### src/rtl/bwt_mem_req_sched_if.sv
// Request/issue/response bundle between the BWT-extend pipeline, the scheduler and the DRAM port.
// master: pipeline + DRAM side; slave: the scheduler.
interface bwt_mem_req_sched_if #(
    parameter int TAG_W = 7
) ();
    logic             req_valid;
    logic [TAG_W-1:0] req_tag;
    logic [31:0]      req_addr_k;
    logic [31:0]      req_addr_l;
    logic             mem_req_valid;
    logic             mem_req_ready;
    logic [31:0]      addr_k;
    logic [31:0]      addr_l;
    logic             DRAM_get;
    logic [TAG_W-1:0] rsp_tag;

    modport master (
        output req_valid, req_tag, req_addr_k, req_addr_l, mem_req_ready, DRAM_get,
        input  mem_req_valid, addr_k, addr_l, rsp_tag
    );

    modport slave (
        input  req_valid, req_tag, req_addr_k, req_addr_l, mem_req_ready, DRAM_get,
        output mem_req_valid, addr_k, addr_l, rsp_tag
    );
endinterface

### src/rtl/bwt_mem_req_sched.sv
// Occurrence-table lookup scheduler: request FIFO, capped outstanding DRAM reads, in-order tag return.
// Define BWT_SCHED_PERF_EN to add saturating performance counters (perf_* outputs).
module bwt_mem_req_sched #(
    parameter int FIFO_DEPTH      = 16,
    parameter int MAX_OUTSTANDING = 32,
    parameter int TAG_W           = 7,
    parameter int ALMOST_FULL     = 12
) (
    input  logic                Clk_32UI,
    input  logic                reset_BWT_extend,
    input  logic                batch_start,
    input  logic [8:0]          batch_size,
    bwt_mem_req_sched_if.slave  bus,
    output logic                stall,
    output logic                batch_done,
    output logic                busy,
    output logic [1:0]          err
`ifdef BWT_SCHED_PERF_EN
    ,
    output logic [31:0]         perf_issue_cnt,
    output logic [31:0]         perf_stall_cyc,
    output logic [6:0]          perf_max_outst
`endif
);
    localparam int FA = $clog2(FIFO_DEPTH);
    localparam int TA = $clog2(MAX_OUTSTANDING);
    localparam logic [FA:0] F_DEPTH = FIFO_DEPTH[FA:0];
    localparam logic [FA:0] AF_LVL  = ALMOST_FULL[FA:0];
    localparam logic [TA:0] MAX_OUT = MAX_OUTSTANDING[TA:0];

    typedef enum logic [1:0] {S_IDLE, S_RUN, S_DONE} state_t;

    state_t      state_q, state_d;
    logic [8:0]  size_q, size_d;
    logic [8:0]  rsp_cnt_q, rsp_cnt_d;
    logic [FA:0] f_wr_q, f_wr_d, f_rd_q, f_rd_d;
    logic [TA:0] t_wr_q, t_wr_d, t_rd_q, t_rd_d;
    logic        stall_q, stall_d;
    logic [1:0]  err_q, err_d;

    logic [TAG_W-1:0] fifo_tag_q [FIFO_DEPTH];
    logic [31:0]      fifo_k_q   [FIFO_DEPTH];
    logic [31:0]      fifo_l_q   [FIFO_DEPTH];
    logic [TAG_W-1:0] tq_q       [MAX_OUTSTANDING];

    logic [FA:0] fifo_cnt, fifo_cnt_d;
    logic [TA:0] outst, outst_d;
    logic        full, fifo_nempty, req_valid_c, issue, push, get_ok;

    // Occupancies come from the pointers; the extra MSB separates full from empty.
    assign fifo_cnt    = f_wr_q - f_rd_q;
    assign outst       = t_wr_q - t_rd_q;
    assign full        = (fifo_cnt == F_DEPTH);
    assign fifo_nempty = (fifo_cnt != '0);
    assign req_valid_c = (state_q == S_RUN) && fifo_nempty && (outst < MAX_OUT);
    assign issue       = req_valid_c && bus.mem_req_ready;
    assign push        = bus.req_valid && !full && (state_q != S_DONE);
    assign get_ok      = bus.DRAM_get && (outst != '0);

    always_comb begin
        f_wr_d     = f_wr_q + (FA+1)'(push);
        f_rd_d     = f_rd_q + (FA+1)'(issue);
        t_wr_d     = t_wr_q + (TA+1)'(issue);
        t_rd_d     = t_rd_q + (TA+1)'(get_ok);
        fifo_cnt_d = f_wr_d - f_rd_d;
        outst_d    = t_wr_d - t_rd_d;
        // Look-ahead so stall reflects the occupancy the pipeline sees next cycle.
        stall_d    = (fifo_cnt_d >= AF_LVL) || (outst_d == MAX_OUT);
        err_d      = err_q | {bus.DRAM_get && (outst == '0),
                              bus.req_valid && (full || (state_q == S_DONE))};
        size_d     = size_q;
        rsp_cnt_d  = rsp_cnt_q;
        state_d    = state_q;
        if ((state_q == S_RUN) && get_ok) begin
            rsp_cnt_d = rsp_cnt_q + 9'd1;
        end
        unique case (state_q)
            S_IDLE: begin
                if (batch_start) begin
                    state_d   = S_RUN;
                    size_d    = batch_size;
                    rsp_cnt_d = '0;
                end
            end
            S_RUN: begin
                if ((rsp_cnt_d == size_q) && (outst_d == '0)) begin
                    state_d = S_DONE;
                end
            end
            default: state_d = S_IDLE;
        endcase
    end

    always_ff @(posedge Clk_32UI) begin
        if (reset_BWT_extend) begin
            state_q   <= S_IDLE;
            size_q    <= '0;
            rsp_cnt_q <= '0;
            f_wr_q    <= '0;
            f_rd_q    <= '0;
            t_wr_q    <= '0;
            t_rd_q    <= '0;
            stall_q   <= 1'b0;
            err_q     <= '0;
        end else begin
            state_q   <= state_d;
            size_q    <= size_d;
            rsp_cnt_q <= rsp_cnt_d;
            f_wr_q    <= f_wr_d;
            f_rd_q    <= f_rd_d;
            t_wr_q    <= t_wr_d;
            t_rd_q    <= t_rd_d;
            stall_q   <= stall_d;
            err_q     <= err_d;
        end
    end

    // Entry storage carries no reset; validity is tracked by the pointers alone.
    always_ff @(posedge Clk_32UI) begin
        if (push) begin
            fifo_tag_q[f_wr_q[FA-1:0]] <= bus.req_tag;
            fifo_k_q[f_wr_q[FA-1:0]]   <= bus.req_addr_k;
            fifo_l_q[f_wr_q[FA-1:0]]   <= bus.req_addr_l;
        end
        if (issue) begin
            tq_q[t_wr_q[TA-1:0]] <= fifo_tag_q[f_rd_q[FA-1:0]];
        end
    end

    assign bus.mem_req_valid = req_valid_c;
    assign bus.addr_k        = fifo_nempty ? fifo_k_q[f_rd_q[FA-1:0]] : '0;
    assign bus.addr_l        = fifo_nempty ? fifo_l_q[f_rd_q[FA-1:0]] : '0;
    assign bus.rsp_tag       = (outst != '0) ? tq_q[t_rd_q[TA-1:0]] : '0;
    assign stall             = stall_q;
    assign err               = err_q;
    assign batch_done        = (state_q == S_DONE);
    assign busy              = (state_q != S_IDLE);

`ifdef BWT_SCHED_PERF_EN
    logic [31:0] perf_issue_q, perf_issue_d;
    logic [31:0] perf_stall_q, perf_stall_d;
    logic [6:0]  perf_max_q, perf_max_d;

    always_comb begin
        perf_issue_d = perf_issue_q;
        perf_stall_d = perf_stall_q;
        perf_max_d   = perf_max_q;
        if (batch_start) begin
            perf_issue_d = '0;
            perf_stall_d = '0;
            perf_max_d   = '0;
        end else begin
            if (issue && (perf_issue_q != '1)) perf_issue_d = perf_issue_q + 32'd1;
            if (stall_q && (perf_stall_q != '1)) perf_stall_d = perf_stall_q + 32'd1;
            if (7'(outst) > perf_max_q) perf_max_d = 7'(outst);
        end
    end

    always_ff @(posedge Clk_32UI) begin
        if (reset_BWT_extend) begin
            perf_issue_q <= '0;
            perf_stall_q <= '0;
            perf_max_q   <= '0;
        end else begin
            perf_issue_q <= perf_issue_d;
            perf_stall_q <= perf_stall_d;
            perf_max_q   <= perf_max_d;
        end
    end

    assign perf_issue_cnt = perf_issue_q;
    assign perf_stall_cyc = perf_stall_q;
    assign perf_max_outst = perf_max_q;
`endif
endmodule

### src/flat_wrapper.sv
// flat-port wrapper written by rule: the top's interface ports become plain ports
module bwt_mem_req_sched_flat 
#(
    parameter int FIFO_DEPTH      = 16,
    parameter int MAX_OUTSTANDING = 32,
    parameter int TAG_W           = 7,
    parameter int ALMOST_FULL     = 12
)
  (Clk_32UI, reset_BWT_extend, batch_start, batch_size, stall, batch_done, busy, err, bus_req_valid, bus_req_tag, bus_req_addr_k, bus_req_addr_l, bus_mem_req_ready, bus_DRAM_get, bus_mem_req_valid, bus_addr_k, bus_addr_l, bus_rsp_tag);
  bwt_mem_req_sched_if #(.TAG_W(TAG_W)) bus_i ();
  input  logic Clk_32UI;
  input  logic reset_BWT_extend;
  input  logic batch_start;
  input  logic [8:0] batch_size;
  output logic stall;
  output logic batch_done;
  output logic busy;
  output logic [1:0] err;
  input wire logic [$bits(bus_i.req_valid)-1:0] bus_req_valid;
  input wire logic [$bits(bus_i.req_tag)-1:0] bus_req_tag;
  input wire logic [$bits(bus_i.req_addr_k)-1:0] bus_req_addr_k;
  input wire logic [$bits(bus_i.req_addr_l)-1:0] bus_req_addr_l;
  input wire logic [$bits(bus_i.mem_req_ready)-1:0] bus_mem_req_ready;
  input wire logic [$bits(bus_i.DRAM_get)-1:0] bus_DRAM_get;
  output wire logic [$bits(bus_i.mem_req_valid)-1:0] bus_mem_req_valid;
  output wire logic [$bits(bus_i.addr_k)-1:0] bus_addr_k;
  output wire logic [$bits(bus_i.addr_l)-1:0] bus_addr_l;
  output wire logic [$bits(bus_i.rsp_tag)-1:0] bus_rsp_tag;
  assign bus_i.req_valid = bus_req_valid;
  assign bus_i.req_tag = bus_req_tag;
  assign bus_i.req_addr_k = bus_req_addr_k;
  assign bus_i.req_addr_l = bus_req_addr_l;
  assign bus_i.mem_req_ready = bus_mem_req_ready;
  assign bus_i.DRAM_get = bus_DRAM_get;
  assign bus_mem_req_valid = bus_i.mem_req_valid;
  assign bus_addr_k = bus_i.addr_k;
  assign bus_addr_l = bus_i.addr_l;
  assign bus_rsp_tag = bus_i.rsp_tag;
  bwt_mem_req_sched #(.FIFO_DEPTH(FIFO_DEPTH), .MAX_OUTSTANDING(MAX_OUTSTANDING), .TAG_W(TAG_W), .ALMOST_FULL(ALMOST_FULL)) u_core (.Clk_32UI(Clk_32UI), .reset_BWT_extend(reset_BWT_extend), .batch_start(batch_start), .batch_size(batch_size), .bus(bus_i), .stall(stall), .batch_done(batch_done), .busy(busy), .err(err));
endmodule
### config.mk
export PLATFORM = sky130hd
export DESIGN_NAME = bwt_mem_req_sched_flat
export DESIGN_NICKNAME = d
export VERILOG_FILES = /design/src/rtl/bwt_mem_req_sched_if.sv /design/src/rtl/bwt_mem_req_sched.sv /design/src/flat_wrapper.sv
export SDC_FILE = /design/constraint.sdc
export NUM_CORES = 1
export LEC_CHECK = 0
export CELL_PAD_IN_SITES_DETAIL_PLACEMENT = 0
export CELL_PAD_IN_SITES_GLOBAL_PLACEMENT = 1
export CORE_MARGIN = 8
export CORE_UTILIZATION = 60
export CTS_BUF_LIST = sky130_fd_sc_hd__clkbuf_4
export CTS_CLUSTER_SIZE = 40
export DETAILED_ROUTE_END_ITERATION = 12
export PLACE_DENSITY = 0.95
export SLEW_MARGIN = 0
export SYNTH_ARGS = -nofsm -noshare
export SYNTH_HDL_FRONTEND = slang
export SYNTH_SLANG_ARGS = --single-unit
export TNS_END_PERCENT = 20
### constraint.sdc
create_clock -name Clk_32UI -period 13 [get_ports Clk_32UI]
set_input_delay 2.6 -clock Clk_32UI [delete_from_list [all_inputs] [get_ports Clk_32UI]]
set_output_delay 2.6 -clock Clk_32UI [all_outputs]
set_load 0.05 [all_outputs]
### Yosys cells after proc, flatten, opt, wreduce, memory -nomap -nowiden

Memories as Yosys holds them, arrays and structs flattened. A register that Yosys moved wholly into a read port is not among the register bits.
Index checks and enable logic that the tools add are counted.

| word-level totals | value |
|---|---|
| word-level logic and storage cells | 71 |
| bits of input ports | 86 |
| register bits | 45 |
| memories kept | 4 |
| output and inout bits | 77 |
| RAM bits | 1360 |

Memory list:

| name | depth | width | read ports | clocked after Yosys merged registers in | write ports | line | text |
|---|---|---|---|---|---|---|---|
| u_core.fifo_k_q | 16 | 32 | 1 | 1 | 1 | bwt_mem_req_sched.sv:42 | `logic [31:0] fifo_k_q [FIFO_DEPTH];` |
| u_core.fifo_l_q | 16 | 32 | 1 | 1 | 1 | bwt_mem_req_sched.sv:43 | `logic [31:0] fifo_l_q [FIFO_DEPTH];` |
| u_core.tq_q | 32 | 7 | 1 | 1 | 1 | bwt_mem_req_sched.sv:44 | `logic [TAG_W-1:0] tq_q [MAX_OUTSTANDING];` |
| u_core.fifo_tag_q | 16 | 7 | 1 | 1 | 1 | bwt_mem_req_sched.sv:41 | `logic [TAG_W-1:0] fifo_tag_q [FIFO_DEPTH];` |

| cells by class | value |
|---|---|
| add/sub/neg operators | 9 |
| equality and inequality tests | 8 |
| multiplexer cells | 17 |
| $lt $le $gt $ge | 2 |
| reduce and logical (&&, ||, !) cells | 21 |
| bitwise logic cells | 1 |

Operators with widths:

| operator | count |
|---|---|
| two-way mux 32 bit | 2 |
| two-way mux 9 bit | 3 |
| adder 6 x 1 -> 6 bit | 2 |
| logical NOT 6 bit | 2 |
| two-way mux 4 bit | 3 |
| subtractor 6 bit | 2 |
| adder 5 x 1 -> 5 bit | 2 |
| logical AND 1 bit | 10 |
| subtractor 5 bit | 2 |
| adder 9 x 1 -> 9 bit (second input constant) | 1 |
| == test 9 bit | 1 |
| two-way mux 7 bit | 1 |
| == test 6 bit (second input constant) | 1 |
| less-than comparator 6 bit (second input constant) | 1 |
| inequality test 2 bit (second input constant) | 3 |
| nonzero test 6 bit | 1 |
| == test 5 bit (second input constant) | 1 |
| greater-or-equal comparator 5 x 4 -> 1 bit (second input constant) | 1 |
| two-way mux 5 bit | 1 |
| nonzero test 5 bit | 1 |
| two-way mux 1 bit | 4 |
| two-way mux 2 bit | 2 |
| one-hot mux 2 bit (2 select lines) | 1 |
| AND reduction 2 bit | 2 |
| 7 further kinds | 8 |

### Logic depth before layout (Yosys ltp)

| logic depth | value |
|---|---|
| word-level depth | 11 |
| mapped depth | 23 |

### Worst setup path after synthesis

Ideal clock, no wire load.

| timing path | value |
|---|---|
| path type | input to register |
| start point | input port bus_req_valid |
| end point | memory u_core.fifo_k_q[0][0] (enable) |
| setup slack | 4248 ps |
| cell stages on the path | 4 |
| required time | 12413 ps |
| library setup time | 587 ps |
| path buffers | 0 |
| data arrival time | 8164 ps |
| cell sequence | inv_1 nor2_1 or3b_2 nor3_1 |

| on the way | value |
|---|---|
| word-level cells in the longest chain between the ends | 4 |

RTL lines:

| item | line | text |
|---|---|---|
| start, declared | flat_wrapper.sv:19 | `input wire logic [$bits(bus_i.req_valid)-1:0] bus_req_valid;` |
| logical AND 1 bit (2 in a row) | bwt_mem_req_sched.sv:57 | `assign push = bus.req_valid && !full && (state_q != S_DONE);` |
| two-way mux 1 bit | bwt_mem_req_sched.sv:120 | `if (push) begin` |
| two-way mux 1 bit (not written as such) | bwt_mem_req_sched.sv:122 | `fifo_k_q[f_wr_q[FA-1:0]] <= bus.req_addr_k;` |
| end, declared | bwt_mem_req_sched.sv:42 |  |

No other way between the ends.

### Worst setup path in the final report

| timing path | value |
|---|---|
| start point | register u_core.f_rd_q[1] |
| end point | output port bus_addr_k[19] |

| on the way | value |
|---|---|
| word-level cells in the longest chain between the ends | 3 |

RTL lines:

| item | line | text |
|---|---|---|
| start, declared | bwt_mem_req_sched.sv:36 | `logic [FA:0] f_wr_q, f_wr_d, f_rd_q, f_rd_d;` |
| start signal, assigned | bwt_mem_req_sched.sv:110 | `f_rd_q <= f_rd_d;` |
| subtractor 5 bit | bwt_mem_req_sched.sv:51 | `assign fifo_cnt = f_wr_q - f_rd_q;` |
| nonzero test 5 bit | bwt_mem_req_sched.sv:54 | `assign fifo_nempty = (fifo_cnt != '0);` |
| two-way mux 32 bit | bwt_mem_req_sched.sv:131 | `assign bus.addr_k = fifo_nempty ? fifo_k_q[f_rd_q[FA-1:0]] : '0;` |
| end, declared | flat_wrapper.sv:26 | `output wire logic [$bits(bus_i.addr_k)-1:0] bus_addr_k;` |

No other way between the ends.

==> results.sh <==
export IMPL_cts_root_buf="clkbuf_4"
export IMPL_yosysSeqAreaShare_pct=76.60
export IMPL_cpPeakStageDelay_ns=0.99
export IMPL_fin_skew_ns=0.1620
export IMPL_hold_depth=2
export IMPL_syn_area_mm2=0.05449
export IMPL_drv_slew=0
export IMPL_h_tree_depth=5
export IMPL_post_route_min_period_ns=8.432
export IMPL_setup_tns_ns=0
export IMPL_crit_cells=6
export IMPL_dieArea_mm2=0.1007
export IMPL_hold_viol=0
export IMPL_synth_simple_area_share_pct=2.516
export IMPL_synth_most_common_cell="edfxtp_1"
export IMPL_drc=0
export IMPL_dieHeight_um=317.4
export IMPL_tritoncts_num_buffers=350
export IMPL_synth_area_leaders="edfxtp_1, mux4_2, dfxtp_1"
export IMPL_p_leak_nw=19.30
export IMPL_synth_xor_area_share_pct=0.5786
export IMPL_insertion_delay_ns=1.21
export IMPL_critical_path_max_fanout=157
export IMPL_yosys_top_cells_count="edfxtp_1, mux4_2, nor2_1"
export IMPL_cp_top_family="buffers and inverters"
export IMPL_initial_core_util_pct=60.54
export IMPL_grt_max_degree=158
export IMPL_maxCapViolations=0
export IMPL_grt_usage_pct=25.84
export IMPL_drt_total_wl_mm=128.7
export IMPL_ctsHoldBuffers=0
export IMPL_first_pass_iters=5
export IMPL_hold_path_class="reg -> reg"
export IMPL_async_flop_share_pct=0
export IMPL_synth_top_area_share_pct=74.94
export IMPL_holdPathEnd="u_core.err[1]"
export IMPL_synth_mux_area_share_pct=17.60
export IMPL_cpMostUsedCell="mux4_2"
export IMPL_required_ns=10.40
export IMPL_crit_slowest_cell="buf_4"
export IMPL_max_slew_worst_pin_slew_ns=1.239
export IMPL_drt_iter0_markers=3458
export IMPL_fmax_mhz=118.6
export IMPL_synth_edf_count=1360
export IMPL_power_mw=11.02
export IMPL_ys_ff_latch=1405
export IMPL_synth_cells=2361
export IMPL_grt_pass1_vias=28930
export IMPL_gp_congestion=0.7664
export IMPL_n_fill_cell=5199
export IMPL_yosys_warnings=0
export IMPL_synth_compound_area_share_pct=1.006
export IMPL_finalNonFillerCells=4222
export IMPL_outcome="complete, no violations"
export IMPL_worstSetupEndpointType="output pin"
export IMPL_rr_worst_depth=19
export IMPL_start_kind="flip-flop"
export IMPL_drive_gt1_share_pct=33.76
export IMPL_vias_per_cell=6.488
export IMPL_synth_top_family_by_area="multiplexers"
export IMPL_grt_overflow=0
export IMPL_io_buffers=162
export IMPL_route_detailed_wl_per_inst_um=30.49
export IMPL_core_area_mm2=0.09001
export IMPL_fin_area_mm2=0.06177
export IMPL_syn_avg_cell_area_um2=23.08
export IMPL_critPathArrivalTime_ns=5.83
export IMPL_antenna_found_initial=24
export IMPL_synthAdderAreaFrac_pct=0.6567
export IMPL_path_class="reg -> out"
export IMPL_final_nets=2911
export IMPL_grt_setup_unrepaired="no"
export IMPL_grt_pass1_wl_mm=187.1
export IMPL_cts_repair_resized=0
export IMPL_r2r_end="u_core.state_q[1]"
export IMPL_slew_headroom_pct=17.40
export IMPL_postPlaceCellArea_mm2=0.05753
export IMPL_fp_row_count=110
export IMPL_powerDensity_mw_per_mm2=178.4
export IMPL_synth_largest_area_cell="edfxtp_1"
export IMPL_peakVddDrop_uv=205.5
export IMPL_cts_buffer_depth=4
export IMPL_crit_chain="buf_12 -> buf_4 -> mux4_2 -> mux4_2 -> nor2b_1 -> clkdlybuf4s50_1"
export IMPL_dp_cells=3621
export IMPL_min_delay_start="u_core.err[1]"
export IMPL_synth_distinct_cells=69
export IMPL_dp_hpwl_mm=66.23
export IMPL_setup_viol=0
export IMPL_die_width_um=317.4
export IMPL_num_io_pins=163
export IMPL_worst_hold_slack_ns=0.4883
export IMPL_clkSlewWorstSetupHoldPaths_ns=0.06
export IMPL_ant_nets=0
export IMPL_syn_num_nets=2475
export IMPL_r2r_start="u_core.t_rd_q[2]"
export IMPL_synth_ff_type="edfxtp_1"
export IMPL_crit_buf_inv=3
export IMPL_cts_tree="built"
export IMPL_clock_sinks=1405
export IMPL_fin_crit_sh_pct=64.86
export IMPL_synthToLayoutAreaGrowth_pct=13.35
export IMPL_reg2reg_setup_slack_ns=6.87
export IMPL_num_vias=27390
export IMPL_cts_post_setup_buffers_inserted=0
[cells in the final DEF, fill, tap and decap left out, types with 8 or more instances in the layout]
cell type and n:
a21oi_1 17, a22o_1 8, buf_4 32, clkbuf_4 498, clkdlybuf4s50_1 162, clkinv_1 66
clkinv_2 12, dfxtp_1 40, diode_2 16, edfxtp_1 1360, ha_1 27, inv_1 22
mux4_2 425, nand2_1 32, nand3_1 12, nand3b_1 8, nor2_1 69, nor2_4 12
nor2b_1 76, o21ai_0 9, xnor2_1 23, xor2_1 13
[where the power goes]
part           switching [mW]  internal (mW)  total, mW
Combinational            1.33          0.870       2.20
Sequential              0.105           5.15       5.26
Clock                    1.73           1.83       3.56
Total                    3.16           7.86       11.0
[stage by stage]
| step | setup slack, ns | util (%) |
|---|---|---|
| final | 4.568 | 68.62 |
| after global routing | 4.123 | 68.61 |
| after CTS | 4.288 | 68.58 |
| after detailed placement | 5.557 | 63.91 |
| after global placement | 5.683 | 63.91 |
| after floorplan | 4.248 | - |
[registers in the layout (all words and copies together), names as in the netlist]
signal / count
u_core.fifo_l_q: 512
u_core.t_rd_q: 6
u_core.state_q: 2
u_core.fifo_tag_q: 112
u_core.f_rd_q: 5
u_core.f_wr_q: 5
u_core.t_wr_q: 6
u_core.fifo_k_q: 512
u_core.rsp_cnt_q: 9
u_core.size_q: 9
u_core.stall: 1
u_core.tq_q: 224
u_core.err: 2
[tightest hold or removal path, stage by stage, from the launching register on]
cell and delay [ns]:
dfxtp_1 0.33, a21oi_1 0.04, nor2_1 0.08
[kinds of logic after synthesis]
family,Yosys count
AO/OA/AOI/OAI,68
XOR/XNOR,36
adder cells (fa/ha/maj),28
buffers and inverters,137
flip-flops,1405
multiplexers,427
AND/OR/NAND/NOR,260
[area by class of cell]
class,instances,area [um2],area share [%]
multi-input cells,819,12300,19.92
flip-flops and latches,1405,41760,67.60
inverters,25,98.84,0.1600
clock buffers,498,3739,6.053
diodes,16,40.04,0.06482
repair buffers,196,1902,3.079
well taps,1176,1471,2.382
clock inverters,87,460.4,0.7454
[how the worst max path moves through the flow]
stage	endpoint	slack, ns	startpoint
finish	bus_addr_k[19]	4.57	u_core.f_rd_q[1]
floorplan	u_core.fifo_k_q[0][0]	4.25	bus_req_valid
CTS	bus_addr_k[19]	4.29	u_core.f_rd_q[0]
global route	bus_addr_k[19]	4.12	u_core.f_rd_q[0]
global placement	bus_addr_k[26]	5.68	u_core.f_rd_q[0]
detailed placement	bus_addr_l[13]	5.56	u_core.f_rd_q[0]
[per-layer routing]
layer  vias up  global-route usage [%]  share of wire [%]
met1     14130                   32.10                 35
met5         -                       0              0.064
li1      11070                       -                  -
met2      1884                   43.02                 52
met3       305                   7.081                9.7
met4        12                   11.24                3.3
(Power assumes the default switching activity.)
